===== src/rtl/echo_pkg.sv =====
// Shared types for the note echo scheduler: FSM states, rest marker, phrase entry.
// Latency: n/a (types and a helper function only).
// Backpressure: n/a.
package echo_pkg;

  typedef enum logic [1:0] {
    IDLE   = 2'd0,
    RECORD = 2'd1,
    GAP    = 2'd2,
    PLAY   = 2'd3
  } state_t;

  // Note code stored for a silent stretch inside a phrase.
  localparam logic [3:0] REST = 4'hF;

  // Default duration width; the scheduler builds its own buffer slot from
  // its w_dur parameter, this is the same layout at the default width.
  localparam int W_DUR = 8;

  typedef struct packed {
    logic [3:0]       note;
    logic [W_DUR-1:0] dur;
  } entry_t;

  function automatic logic is_note(input logic [3:0] n);
    return n != REST;
  endfunction

endpackage


===== src/rtl/echo_tick_gen.sv =====
// Free-running prescaler: one-cycle tick pulse every tick_cycles clocks.
// Latency: tick is decoded from the registered count, high on its last value.
// Backpressure: none; runs continuously once out of reset.
//  clk  in   system clock
//  rst  in   synchronous active-high reset, restarts the count at 0
//  tick out  1-cycle pulse
module echo_tick_gen #(
  parameter int tick_cycles = 500000
) (
  input  logic clk,
  input  logic rst,
  output logic tick
);

  localparam int CW = (tick_cycles > 1) ? $clog2(tick_cycles) : 1;

  logic [CW-1:0] cnt;

  assign tick = (cnt == CW'(tick_cycles - 1));

  always_ff @(posedge clk) begin
    if (rst) begin
      cnt <= '0;
    end else if (tick) begin
      cnt <= '0;
    end else begin
      cnt <= cnt + CW'(1);
    end
  end

endmodule


===== src/rtl/note_echo_scheduler.sv =====
// Records a phrase of (note, duration) entries incl. rests, replays it once after gap_ticks of silence.
// Latency: outputs registered; playback starts on the first tick after PLAY is entered, 0-cycle entry changeover.
// Backpressure: none; input is a level, dropped while the buffer is full and throughout PLAY.
//  clk, rst   clock, synchronous active-high reset
//  in_valid   recognizer shows a note; in_note 0..11 (C..B)
//  out_gate   synthesizer should sound; out_note key index
//  state      0 IDLE, 1 RECORD, 2 GAP, 3 PLAY
//  fill       entries stored
module note_echo_scheduler
  import echo_pkg::*;
#(
  parameter int clk_mhz     = 50,
  parameter int tick_ms     = 10,
  parameter int tick_cycles = clk_mhz * 1000 * tick_ms,
  parameter int depth       = 16,
  parameter int w_dur       = 8,
  parameter int gap_ticks   = 100
) (
  input  logic                     clk,
  input  logic                     rst,
  input  logic                     in_valid,
  input  logic [3:0]               in_note,
  output logic                     out_gate,
  output logic [3:0]               out_note,
  output logic [1:0]               state,
  output logic [$clog2(depth):0]   fill
);

  localparam int AW = $clog2(depth);
  localparam int FW = AW + 1;
  localparam logic [w_dur-1:0] DUR_MAX = '1;
  localparam logic [w_dur-1:0] GAP_END = w_dur'(gap_ticks);

  typedef struct packed {
    logic [3:0]       note;
    logic [w_dur-1:0] dur;
  } slot_t;

  logic tick;

  echo_tick_gen #(.tick_cycles(tick_cycles)) u_tick (
    .clk  (clk),
    .rst  (rst),
    .tick (tick)
  );

  // Registered state
  state_t           cur_state, st_nxt;
  logic [3:0]       cur_note, note_nxt;
  logic [w_dur-1:0] cur_dur, dur_nxt;
  logic [FW-1:0]    fill_q, fill_nxt;
  logic [FW-1:0]    rd_ptr, rd_nxt;
  logic [w_dur-1:0] play_cnt, cnt_nxt;
  logic             play_on, on_nxt;
  logic             gate_q, gate_nxt;
  logic [3:0]       onote_q, onote_nxt;

  slot_t            mem [depth];
  logic             wr_en;
  slot_t            wr_slot;
  slot_t            rd_slot;

  logic [w_dur-1:0] dur_inc;
  logic [w_dur-1:0] dur_wr;
  logic             wr_last;

  assign dur_inc = (tick && cur_dur != DUR_MAX) ? cur_dur + w_dur'(1) : cur_dur;
  assign dur_wr  = (cur_dur == '0) ? w_dur'(1) : cur_dur;
  assign wr_last = (fill_q == FW'(depth - 1));
  assign rd_slot = mem[rd_ptr[AW-1:0]];

  assign out_gate = gate_q;
  assign out_note = onote_q;
  assign state    = cur_state;
  assign fill     = fill_q;

  always_comb begin
    st_nxt       = cur_state;
    note_nxt     = cur_note;
    dur_nxt      = cur_dur;
    fill_nxt     = fill_q;
    rd_nxt       = rd_ptr;
    cnt_nxt      = play_cnt;
    on_nxt       = play_on;
    gate_nxt     = gate_q;
    onote_nxt    = onote_q;
    wr_en        = 1'b0;
    wr_slot.note = cur_note;
    wr_slot.dur  = dur_wr;

    unique case (cur_state)
      IDLE: begin
        if (in_valid) begin
          st_nxt   = RECORD;
          note_nxt = in_note;
          dur_nxt  = '0;
        end
      end

      RECORD: begin
        if (!in_valid) begin
          wr_en   = 1'b1;
          dur_nxt = '0;
          st_nxt  = wr_last ? PLAY : GAP;
        end else if (in_note != cur_note) begin
          wr_en    = 1'b1;
          note_nxt = in_note;
          dur_nxt  = '0;
          if (wr_last) st_nxt = PLAY;
        end else begin
          dur_nxt = dur_inc;
        end
      end

      GAP: begin
        // Reaching the gap wins over a note arriving in the same cycle.
        if (cur_dur == GAP_END) begin
          st_nxt = PLAY;
        end else if (in_valid) begin
          wr_en        = 1'b1;
          wr_slot.note = REST;
          note_nxt     = in_note;
          dur_nxt      = '0;
          st_nxt       = wr_last ? PLAY : RECORD;
        end else begin
          dur_nxt = dur_inc;
        end
      end

      PLAY: begin
        // The first entry is loaded on a tick so that every entry, the first
        // included, spans a whole number of tick periods.
        if (tick) begin
          if (play_on && play_cnt > w_dur'(1)) begin
            cnt_nxt = play_cnt - w_dur'(1);
          end else if (play_on && rd_ptr == fill_q) begin
            gate_nxt = 1'b0;
            fill_nxt = '0;
            rd_nxt   = '0;
            on_nxt   = 1'b0;
            dur_nxt  = '0;
            st_nxt   = IDLE;
          end else begin
            gate_nxt = is_note(rd_slot.note);
            if (is_note(rd_slot.note)) onote_nxt = rd_slot.note;
            cnt_nxt  = rd_slot.dur;
            rd_nxt   = rd_ptr + FW'(1);
            on_nxt   = 1'b1;
          end
        end
      end

      default: st_nxt = IDLE;
    endcase

    if (wr_en) fill_nxt = fill_q + FW'(1);
  end

  always_ff @(posedge clk) begin
    if (rst) begin
      cur_state <= IDLE;
      cur_note  <= '0;
      cur_dur   <= '0;
      fill_q    <= '0;
      rd_ptr    <= '0;
      play_cnt  <= '0;
      play_on   <= 1'b0;
      gate_q    <= 1'b0;
      onote_q   <= '0;
    end else begin
      cur_state <= st_nxt;
      cur_note  <= note_nxt;
      cur_dur   <= dur_nxt;
      fill_q    <= fill_nxt;
      rd_ptr    <= rd_nxt;
      play_cnt  <= cnt_nxt;
      play_on   <= on_nxt;
      gate_q    <= gate_nxt;
      onote_q   <= onote_nxt;
    end
  end

  // Buffer contents need no reset: fill alone decides what is valid.
  always_ff @(posedge clk) begin
    if (wr_en && !rst) mem[fill_q[AW-1:0]] <= wr_slot;
  end

endmodule

===== config.mk =====
export PLATFORM = sky130hd
export DESIGN_NAME = note_echo_scheduler
export DESIGN_NICKNAME = d
export VERILOG_FILES = /design/src/rtl/echo_pkg.sv /design/src/rtl/echo_tick_gen.sv /design/src/rtl/note_echo_scheduler.sv
export SDC_FILE = /design/constraint.sdc
export NUM_CORES = 1
export LEC_CHECK = 0
export BUFFER_PORTS_ARGS = -buffer_cell sky130_fd_sc_hd__clkbuf_2
export CORE_UTILIZATION = 60
export DETAILED_ROUTE_END_ITERATION = 7
export PLACE_DENSITY = 0.77
export SLEW_MARGIN = 10
export SYNTH_ARGS = -nofsm -noshare
export SYNTH_HDL_FRONTEND = slang
export SYNTH_SLANG_ARGS = --single-unit

===== constraint.sdc =====
create_clock -name clk -period 3.4 [get_ports clk]
set_clock_uncertainty 0.1 [all_clocks]
set_input_delay 0.51 -clock clk [delete_from_list [all_inputs] [get_ports clk]]
set_output_delay 0.51 -clock clk [all_outputs]
set_load 0.05 [all_outputs]

== Word-level counts from Yosys, hierarchy flattened ==
Memories as Yosys holds them, arrays and structs flattened. A register that Yosys moved wholly into a read port is not among the register bits.
Cells that the tools add are included.

* Bits of input ports: 7
* Register bits after elaboration: 57
* Output and inout port bits: 12
* Memories: 1
* Bits in writable memories: 192

* Equal/unequal tests: 22
* Muxes and demuxes: 50
* $lt $le $gt $ge: 1
* Reductions and logical operators: 19
* Bitwise operators: 2
* Add/subtract/negate cells: 5

{| class="wikitable"
|+ Memory list
! name !! depth !! width !! read ports !! clocked after memory_dff !! wr ports !! line !! RTL
|-
| mem || 16 || 12 || 1 || 1 || 1 || note_echo_scheduler.sv:58 || <nowiki>slot_t mem [depth];</nowiki>
|}

{| class="wikitable"
|+ Operators with widths
! cell !! number
|-
| two-way mux 8 bit || 12
|-
| two-way mux 4 bit || 9
|-
| case mux 8 bit (4 select lines) || 1
|-
| two-way mux 5 bit || 6
|-
| two-way mux 2 bit || 10
|-
| adder 19 x 1 -> 19 bit (second input constant) || 1
|-
| equality test 19 bit (second input constant) || 1
|-
| != test 2 bit (second input constant) || 9
|-
| case mux 4 bit (3 select lines) || 1
|-
| adder 5 x 1 -> 5 bit (second input constant) || 2
|-
| AND reduction 5 bit || 2
|-
| two-way mux 1 bit || 9
|-
| != test 3 bit (second input constant) || 3
|-
| adder 8 x 1 -> 8 bit (second input constant) || 1
|-
| equality test 8 x 7 -> 1 bit (second input constant) || 1
|-
| > comparator 8 x 1 -> 1 bit (second input constant) || 1
|-
| zero test 8 bit || 1
|-
| != test 8 bit (second input constant) || 1
|-
| case mux 2 bit (4 select lines) || 1
|-
| AND reduction 4 bit || 2
|-
| subtractor 8 x 1 -> 8 bit (second input constant) || 1
|-
| AND reduction 7 bit || 1
|-
| AND reduction 3 bit || 2
|-
| nonzero test 2 bit || 3
|-
| other kinds (13) || 18
|}

== Logic depth before layout (Yosys ltp) ==
* Depth in word-level cells: 7
* Gate-level depth with buffers: 9

== Modules after synthesis ==
Synthesis repeated with hierarchy kept, for this count alone.

* Cell total of the unflattened synthesis: 690
* Area, all modules: 10,656.5 µm²

{| class="wikitable"
|+ Modules (own cells, without submodules)
! module !! area each (µm²) !! times used !! cells each !! sequential area each (µm²)
|-
| note_echo_scheduler || 9,760.6 || 1 || 588 || 6,606.3
|-
| echo_tick_gen || 895.9 || 1 || 102 || 380.4
|}

== Least setup slack after synthesis ==
No wires, ideal clock.

* Path kind: register to register
* Start: reg cur_state[0], in the netlist state[0]
* End: mem mem[11][0] in the netlist's numbering (enable)
* Buffers on the path: 1
* Setup slack: 762 ps
* Data required time: 2,945 ps
* Arrival: 2,183 ps
* Stages on the path, launching flop included: 6
* Library setup time: 355 ps
* Path through: dfxtp_1 ha_1 a21boi_0 o211a_1 clkbuf_1 and3_1

* Word-level cells in the longest chain between the ends: 5

{| class="wikitable"
|+ RTL lines
! element !! line !! RTL
|-
| from (decl) || note_echo_scheduler.sv:48 || <nowiki>state_t cur_state, st_nxt;</nowiki>
|-
| from (signal assigned) || note_echo_scheduler.sv:171 || <nowiki>cur_state <= st_nxt;</nowiki>
|-
| equality test 2 bit or equality test 2 x 1 -> 1 bit (tied branches) || note_echo_scheduler.sv:91 || <nowiki>unique case (cur_state)</nowiki>
|-
| case mux 1 bit (2 select lines) (*) || note_echo_scheduler.sv:91 ||
|-
| logical AND 1 bit (*) || note_echo_scheduler.sv:185 || <nowiki>if (wr_en && !rst) mem[fill_q[AW-1:0]] <= wr_slot;</nowiki>
|-
| two-way mux 1 bit (*) || note_echo_scheduler.sv:185 ||
|-
| two-way mux 1 bit (not written as such) (*) || note_echo_scheduler.sv:185 ||
|-
| to (decl) || note_echo_scheduler.sv:58 ||
|}

Every way passes the cells marked *; elsewhere a longest branch is shown, timed or not.

== Worst setup path in the final report ==
* Start: reg cur_state[1], in the netlist state[1]
* End: mem mem[0][5] in the netlist's numbering (enable)

The elaborated chain is that of the path after synthesis.

==> results.toml <==
[run_status]
run_status = "finished clean"

[clocking]
postCtsHoldBufs = 0
cts_setup_buffers = 0
ctsResizeCount = 0
clock_tree.buffer_depth = 3
clk-insertion-delay-late_ns = 0.53
tritoncts.num_buffers = 25
clock_tree.root_cell = "sky130_fd_sc_hd__clkbuf_16"
cts.reportedPaths.clkPinSlew_ns = 0.07
cts_tree = "built"
clock_sink_count = 253
htreeDepth = 1

[placed_design]
dp_hpwl_microns = 15900
io_buffer_count = 18
gp_congestion = 0.895

[cells_and_area]
fin_nets = 749
utilization_pct = 68.7
antenna_cells = 0
final_layout_size_suffix_gt1_share_pct = 19.6
flow.area_growth_from_synthesis_pct = 11.7

[critical_path]
arrival_ns = 3.04
startpoint_type = "flop"
kind_of_end_point_of_the_critical_path = "flop"
path_max_fanout = 19
critPathRequiredTime_ns = 3.45
path_class = "flop to flop"

[timing]
max_freq_mhz = 335
period_minus_slack_ns = 2.99
worst_hold_slack_ns = 0.152
total_neg_setup_slack_ns = 0
final_setup_fails = 0
setup_repair_after_global_routing_missed_its_margin = "false"
maxSlewHeadroom_pct = 36.8
period_share_pct = 87.9
finalHoldViolations = 0
drv_slew = 0
tightest_pin_transition_ns = 0.947

[drt]
antenna_violating_nets_post_route = 0
drt_drc_violations_left = 0
drt-vias-per-instance = 6.53
first_iter_violations = 740
length_of_the_first_detailed_routing_pass_in_iterations = 5
vias = 6338
route.detailed.wl_per_inst_microns = 25.0
detail_route.wirelength_microns = 24300

[synthesis]
seq_area_frac_synth_pct = 65.7
synthesis.yosys.warnings = 0
synthesis.area_per_instance_sq_um = 15.3
synthesis.instances = 695
syn-num-nets = 718
synthFlopType = "sky130_fd_sc_hd__edfxtp_1"
synth_cell_types = 62
synth.cell_area_sq_um = 10600
async_reset_ff_share_pct = 0
synth_edf_count = 192
ys_ff_latch = 253

[floorplanning]
top_level_ports = 19
floorplan.initialDensity_pct = 61.5
rows = 48
floorplan.die_area_sq_um = 18300
core-area_sq_um = 17300
dieWidth_microns = 135
chipHeight_microns = 135

[job]
max_cap_violations = 0

[worst_hold_path]
holdCritPathClass = "input pin to flop"

[global_routing]
grt_pass1_vias = 6182
grt_remaining_overflow = 0
grt_first_pass_wirelength_microns = 37000
global_route.usage.total_pct = 27.8
initial_antenna_violation_count = 0
grt_max_degree = 28

[pwr]
static-leakage-power_uw = 0.00413
vdd_ir_drop_max_v = 0.000497
power_per_cell_area_nw_per_um2 = 575
[report_power, final]
| group | internal (uW) | switching, uW |
|---|---|---|
| combinational | 153 | 396 |
| clock | 1670 | 1170 |
| sequential | 3410 | 46.7 |
| total | 5230 | 1610 |
[logic make-up (layout without fill, tap and decap cells)]
family                   after synthesis  in the layout  share of synthesized area [%]
buffers and inverters                 45             95                           1.67
AND/OR/NAND/NOR                      220            220                           11.2
XOR/XNOR                              35             35                           2.88
adder cells (fa/ha/maj)               16             16                           1.88
multiplexers                          65             65                           12.6
AO/OA/AOI/OAI                         61             61                           4.12
flip-flops                           253            253                           65.7
[sequential cells by signal, summed over array words and instances, names as in the netlist, named ones only]
signal,count
fill,5
u_tick.cnt,19
mem,192
rd_ptr,5
out_gate,1
play_cnt,8
cur_dur,8
state,2
play_on,1
cur_note,4
out_note,4
[synth_stat cells (12+ instances only)]
library cell | n | share of area, %
sky130_fd_sc_hd__nand2_1 | 30 | 1.1
sky130_fd_sc_hd__and3_1 | 31 | 1.8
sky130_fd_sc_hd__clkbuf_1 | 23 | 0.81
sky130_fd_sc_hd__xnor2_1 | 12 | 0.99
sky130_fd_sc_hd__dfxtp_1 | 61 | 11
sky130_fd_sc_hd__nor2_1 | 52 | 1.8
sky130_fd_sc_hd__nor3_1 | 14 | 0.66
sky130_fd_sc_hd__nand3_1 | 32 | 1.5
sky130_fd_sc_hd__a21oi_1 | 14 | 0.66
sky130_fd_sc_hd__xor2_1 | 23 | 1.9
sky130_fd_sc_hd__ha_1 | 16 | 1.9
sky130_fd_sc_hd__edfxtp_1 | 192 | 54
sky130_fd_sc_hd__inv_1 | 13 | 0.46
sky130_fd_sc_hd__mux4_2 | 55 | 12
[through the flow]
stage	worst slack (ns)	power (uW)	instance area, sq um	instances
after global placement	0.448	4030	11000	924
final	0.413	6840	11900	970
after floorplan	0.762	3840	10600	695
after detailed placement	0.259	4060	11000	924
after global routing	0.252	7010	11900	970
after CTS	0.440	6860	11900	970
[worst paths after layout]
path	from	endpoint	slack (ns)	depth (start not counted)
worst min register to register	out_gate	out_gate	0.37	2
worst max-delay path	state[1]	mem[0][5]	0.41	5
worst max register to register	state[1]	mem[0][5]	0.41	5
worst min-delay path	in_note[3]	cur_note[3]	0.15	3
[area by class of cell]
type | count | area (sq um)
clock inverter | 18 | 214
sequential | 253 | 6990
timing repair buffer | 36 | 238
clock buffer | 28 | 637
multi-input combinational | 397 | 3480
tap | 225 | 282
inverter | 13 | 48.8
fill | 1134 | 5410
[layer usage]
metal	track usage [%]	vias up	share of wire, %
li1	-	2764	-
met1	39.6	3186	41
met2	45.5	334	48
met3	3.37	54	7.9
met4	7.80	0	2.6
met5	0	-	0
[critical path, stage by stage, from the launching register on]
cell	delay (ns)
sky130_fd_sc_hd__dfxtp_1	0.37
sky130_fd_sc_hd__inv_1	0.15
sky130_fd_sc_hd__ha_1	0.28
sky130_fd_sc_hd__a21boi_0	0.43
sky130_fd_sc_hd__o211a_1	0.59
sky130_fd_sc_hd__and3_1	0.68
[cell usage in the layout, fill, tap and decap left out, types with 4 or more instances in the layout]
master                      count
sky130_fd_sc_hd__clkbuf_2      18
sky130_fd_sc_hd__a22oi_1        5
sky130_fd_sc_hd__bufinv_16      4
sky130_fd_sc_hd__mux2i_1       10
sky130_fd_sc_hd__nand2_1       30
sky130_fd_sc_hd__edfxtp_1     192
sky130_fd_sc_hd__clkbuf_16     25
sky130_fd_sc_hd__nand3_1       32
sky130_fd_sc_hd__ha_1          16
sky130_fd_sc_hd__buf_4         17
sky130_fd_sc_hd__a21oi_1       13
sky130_fd_sc_hd__a211oi_1       4
sky130_fd_sc_hd__nor2b_1        8
sky130_fd_sc_hd__mux4_2        55
sky130_fd_sc_hd__xor2_1        23
sky130_fd_sc_hd__dfxtp_1       60
sky130_fd_sc_hd__nand2b_1       6
sky130_fd_sc_hd__and3_1        31
sky130_fd_sc_hd__o21ai_0        8
sky130_fd_sc_hd__nand4_1       10
sky130_fd_sc_hd__inv_1         13
sky130_fd_sc_hd__clkinv_2       4
sky130_fd_sc_hd__nor3_1        14
sky130_fd_sc_hd__and2_1         5
sky130_fd_sc_hd__and4_1         5
sky130_fd_sc_hd__xnor2_1       12
sky130_fd_sc_hd__nor2_1        52
sky130_fd_sc_hd__clkinv_4       5
(Power assumes the default switching activity.)
